==> config.mk <==
export PLATFORM = sky130hd
export DESIGN_NAME = serial_adder
export DESIGN_NICKNAME = d
export VERILOG_FILES = /design/src/rtl/serial_adder.sv
export SDC_FILE = /design/constraint.sdc
export NUM_CORES = 1
export LEC_CHECK = 0
export ABC_AREA = 1
export CELL_PAD_IN_SITES_DETAIL_PLACEMENT = 0
export CELL_PAD_IN_SITES_GLOBAL_PLACEMENT = 1
export CORE_AREA = 4 4 78 73
export DETAILED_ROUTE_END_ITERATION = 8
export DIE_AREA = 0 0 82 77
export GPL_ROUTABILITY_DRIVEN = 1
export PLACE_DENSITY = 0.82
export SLEW_MARGIN = 20
export SYNTH_ARGS = -nofsm -noshare
export SYNTH_HDL_FRONTEND = slang
export SYNTH_SLANG_ARGS = --single-unit
==> constraint.sdc <==
create_clock -name CLK -period 2.6 [get_ports CLK]
set_input_delay 0.26 -clock CLK [delete_from_list [all_inputs] [get_ports CLK]]
set_output_delay 0.26 -clock CLK [all_outputs]
set_load 0.01 [all_outputs]
==> src/rtl/serial_adder.sv <==
// Serial add/subtract unit: processes STEP bits of WIDTH-bit operands per clock, carry held in a register.
// Latency: WIDTH/STEP run cycles, then a one-cycle Done. No backpressure; Start is only sampled in IDLE/DONE.
// Optional SERIAL_ADDER_ZERO_FLAG_EN adds a registered Zero output that updates with Sum.
module serial_adder #(
  parameter int WIDTH = 8,
  parameter int STEP  = 1
) (
  input  logic             CLK,
  input  logic             Reset,
  input  logic             Start,
  input  logic [WIDTH-1:0] A,
  input  logic [WIDTH-1:0] B,
  input  logic             Cin,
  input  logic             Sub,
  output logic [WIDTH-1:0] Sum,
  output logic             Cout,
  output logic             Overflow,
  output logic             Busy,
  output logic             Done
`ifdef SERIAL_ADDER_ZERO_FLAG_EN
  ,
  output logic             Zero
`endif
);

  localparam int NCH = WIDTH / STEP;
  localparam int CW  = (NCH > 1) ? $clog2(NCH) : 1;
  localparam logic [CW-1:0] LAST = CW'(NCH - 1);

  typedef enum logic [1:0] {IDLE, RUN, DONE} state_t;

  state_t           state;
  logic [WIDTH-1:0] a_sh;
  logic [WIDTH-1:0] b_sh;
  logic             carry;
  logic             sub_r;
  logic [CW-1:0]    cnt;

  logic [STEP-1:0]  a_lo;
  logic [STEP-1:0]  b_lo;
  logic [STEP-1:0]  s_lo;
  logic [STEP:0]    chunk;
  logic             c_out;
  logic             c_msb;
  logic [WIDTH-1:0] res_next;
  logic             run_shift;

  always_comb begin
    a_lo  = a_sh[STEP-1:0];
    b_lo  = b_sh[STEP-1:0] ^ {STEP{sub_r}};
    chunk = {1'b0, a_lo} + {1'b0, b_lo} + {{STEP{1'b0}}, carry};
    s_lo  = chunk[STEP-1:0];
    c_out = chunk[STEP];
    // On the last chunk this bit is the MSB, so sum ^ a ^ b recovers the carry into it.
    c_msb = s_lo[STEP-1] ^ a_lo[STEP-1] ^ b_lo[STEP-1];
  end

  assign run_shift = (state == RUN);

  // Only WIDTH-STEP result bits need storing; the final chunk goes straight to Sum.
  if (STEP == WIDTH) begin : g_single
    assign res_next = s_lo;
  end else begin : g_multi
    logic [WIDTH-STEP-1:0] res_sh;

    always_ff @(posedge CLK) begin
      if (Reset) begin
        res_sh <= '0;
      end else if (run_shift) begin
        res_sh <= res_next[WIDTH-1:STEP];
      end
    end

    assign res_next = {s_lo, res_sh};
  end

  always_ff @(posedge CLK) begin
    if (Reset) begin
      state    <= IDLE;
      a_sh     <= '0;
      b_sh     <= '0;
      carry    <= 1'b0;
      sub_r    <= 1'b0;
      cnt      <= '0;
      Sum      <= '0;
      Cout     <= 1'b0;
      Overflow <= 1'b0;
      Busy     <= 1'b0;
      Done     <= 1'b0;
`ifdef SERIAL_ADDER_ZERO_FLAG_EN
      Zero     <= 1'b0;
`endif
    end else begin
      case (state)
        IDLE, DONE: begin
          Done <= 1'b0;
          if (Start) begin
            a_sh  <= A;
            b_sh  <= B;
            sub_r <= Sub;
            carry <= Sub | Cin;
            cnt   <= '0;
            Busy  <= 1'b1;
            state <= RUN;
          end else begin
            state <= IDLE;
          end
        end
        RUN: begin
          a_sh  <= a_sh >> STEP;
          b_sh  <= b_sh >> STEP;
          carry <= c_out;
          cnt   <= cnt + 1'b1;
          if (cnt == LAST) begin
            Sum      <= res_next;
            Cout     <= c_out;
            Overflow <= c_msb ^ c_out;
`ifdef SERIAL_ADDER_ZERO_FLAG_EN
            Zero     <= (res_next == '0);
`endif
            Busy     <= 1'b0;
            Done     <= 1'b1;
            state    <= DONE;
          end
        end
        default: state <= IDLE;
      endcase
    end
  end

endmodule

==> flow_metrics.tcl <==
set metrics [dict create \
    outcome "complete, no violations" \
    grt_max_degree 29 \
    combPwrFrac_pct 15.2 \
    p_int_w 0.001087 \
    worst_clock_skew_ns 0.007211 \
    ys_warn_count 0 \
    synthCells 258 \
    worstPathMaxFanout 28 \
    coreArea_um2 4805 \
    min_path_cells 2 \
    numPortBuffers 32 \
    die_h_um 77 \
    place_congestion 0.7683 \
    total_power_w 0.001457 \
    final_common_cell "nand2_1" \
    nFillCells 505 \
    cp.required_ns 2.78 \
    clk-insertion-delay-late_ns 0.29 \
    yosys.area_share.simple_pct 27.21 \
    cts_made_buffers 5 \
    drcViolationCount 0 \
    seq_area_um2 840.8 \
    die_w_um 82 \
    avgSynthCellArea_um2 7.396 \
    fmax_mhz 669.6 \
    antenna_cells 0 \
    post-route-min-period_ns 1.494 \
    finalSetupTns_ns 0 \
    synth_compound_area_share_pct 12.33 \
    cts_root_buffer "clkbuf_8" \
    worst_r2r_path_depth 5 \
    overflow 0 \
    start_util_pct 39.71 \
    tightest_slew_ns 0.3924 \
    synth_edf_count 0 \
    endpoint_kind "register" \
    worstSetupPathType "reg2reg" \
    synthArstFlopShare_pct 0 \
    muxShareOfSynthArea_pct 0 \
    clock_power_share_pct 35.9 \
    ios 33 \
    viasPerCell 4.403 \
    synth_top_family_by_area "simple AND/OR/NAND/NOR gates" \
    final_cell_mix "50 x nand2_1, 43 x inv_1, 42 x dfxtp_1" \
    drv_cap 0 \
    power.density_nw_per_um2 612.4 \
    fin_nets 315 \
    first_global_vias 1417 \
    grtUsageTotal_pct 13.81 \
    p_leak_nw 1.080 \
    cts_tree "yes" \
    cts_setup_buffers 0 \
    rsz0062_at_grt "no" \
    syn_area_um2 1908 \
    drt_first_pass_iters 4 \
    cts_num_sinks 42 \
    drtAntennaViolNets 0 \
    vias 1563 \
    layout.cells.non_filler 355 \
    ir_drop_mv 0.2941 \
    drt-total-wl_um 3894 \
    wire_per_inst_um 10.97 \
    ys.flop_type "dfxtp_1" \
    ys_seq_area_share_pct 44.07 \
    antenna_found_initial 0 \
    area_delta_synth_final_pct 24.66 \
    finalCritPeriodShare_pct 57.44 \
    grt_pass1_wl_um 6748 \
    drive_gt1_share_pct 9.310 \
    synth_xor_area_share_pct 0.4590 \
    setup_viol 0 \
    crit_chain "inv_4, nor2_8, nand2_2, nand3_1, o21ai_0" \
    rows 24 \
    cts_hold_buf 0 \
    fin_hold_ws_ns 0.4620 \
    synth_fa_ha_area_share_pct 3.016 \
    hpwl_um 2732 \
    ys_ff_latch 42 \
    drt_iter0_markers 59 \
    clk_pin_slew_ns 0.08 \
    h-tree-depth 2 \
    swShare_pct 25.39 \
    start_kind "register" \
    slew_headroom_pct 73.74 \
    slew_viol_final 0 \
    dp_cells 348 \
    finalHoldViolations 0 \
    syn_nets 283 \
    cp_slowest_cell "dfxtp_1" \
    yosysUniqueCellTypes 27 \
    final_core_util_pct 49.51 \
    post_cts_resized 0 \
    cts.path.max_buffers 2 \
    p_switching_w 0.0003699 \
    p_seq_share_pct 48.8 \
    multi_input_area_um2 820.8 \
    hp-class "reg2reg" \
    crit_arrival_ns 1.67 \
    critPathMaxStageDelay_ns 0.50 \
    die_area_um2 6314 \
]
==> synth_stat cells (4+ instances only) <==
master / n / share of area [%]
o21ai_0: 27 / 7.1
dfxtp_1: 42 / 44
nand2_1: 50 / 9.8
nor2_1: 31 / 6.1
inv_1: 43 / 8.5
nand2_2: 5 / 1.6
nor3_1: 14 / 3.7
a21oi_1: 7 / 1.8
a21oi_2: 4 / 1.8
nand3_1: 8 / 2.1
a211oi_1: 4 / 1.6
==> final timing paths <==
path,from,to,slack [ns]
worst min-delay path,Busy$_SDFFE_PP0P_,Busy$_SDFFE_PP0P_,0.46
worst max-delay path,state[0]$_SDFFE_PP0P_,Cout$_SDFFE_PP0P_,1.11
worst min register to register,Busy$_SDFFE_PP0P_,Busy$_SDFFE_PP0P_,0.46
worst max register to register,state[0]$_SDFFE_PP0P_,Cout$_SDFFE_PP0P_,1.11
==> routing by layer <==
metal	GRT usage [%]	part of all wire [%]	up-vias
met3	3.981	4.9	8
met5	0	0	-
met2	19.39	40	33
met4	5.482	1.9	0
met1	19.64	53	665
li1	-	-	857
==> sequential cells by signal (all words and copies together) (netlist names) <==
| register | cells |
|---|---|
| Sum | 8 |
| g_multi.res_sh | 7 |
| a_sh | 8 |
| cnt | 3 |
| carry | 1 |
| Done | 1 |
| state | 2 |
| b_sh | 8 |
| Overflow | 1 |
| Busy | 1 |
| Cout | 1 |
| sub_r | 1 |
==> area by class of cell <==
| cell class | count | area share [%] |
|---|---|---|
| Sequential cell | 42 | 35.35 |
| Multi-Input combinational cell | 160 | 34.51 |
| Timing Repair Buffer | 35 | 14.41 |
| Inverter | 46 | 7.575 |
| Clock buffer | 6 | 3.472 |
| Tap cell | 65 | 3.419 |
| Clock inverter | 1 | 1.262 |
==> power by group through the flow <==
stage               logic, W  registers [W]  clock network [W]
floorplan           0.000167       0.000720                  0
global route        0.000257       0.000717           0.000563
detailed placement  0.000223       0.000726                  0
CTS                 0.000224       0.000712           0.000538
global placement    0.000222       0.000726                  0
finish              0.000222       0.000712           0.000523
==> critical path: cells and delay by family (launching register included) <==
family                 cells  cell delay (ns)
and+or+nand+nor            3             0.69
DFF                        1             0.50
buffers and inverters      1             0.11
AOI/OAI and AO/OA          1             0.08
==> kinds of logic after synthesis <==
group	count (synthesis)
adders and majority gates	4
and+or+nand+nor	113
AOI/OAI and AO/OA	42
DFF	42
buffers and inverters	56
xor gates and xnor gates	1
==> metrics by stage <==
stage	worst slack [ns]	instance area, um^2
4_1_cts	1.095	2379
6_report	1.106	2379
3_5_place_dp	0.9481	2266
3_3_place_gp	0.9567	2266
5_1_grt	0.9775	2379
2_1_floorplan	1.282	1908
(Power assumes the default switching activity.)
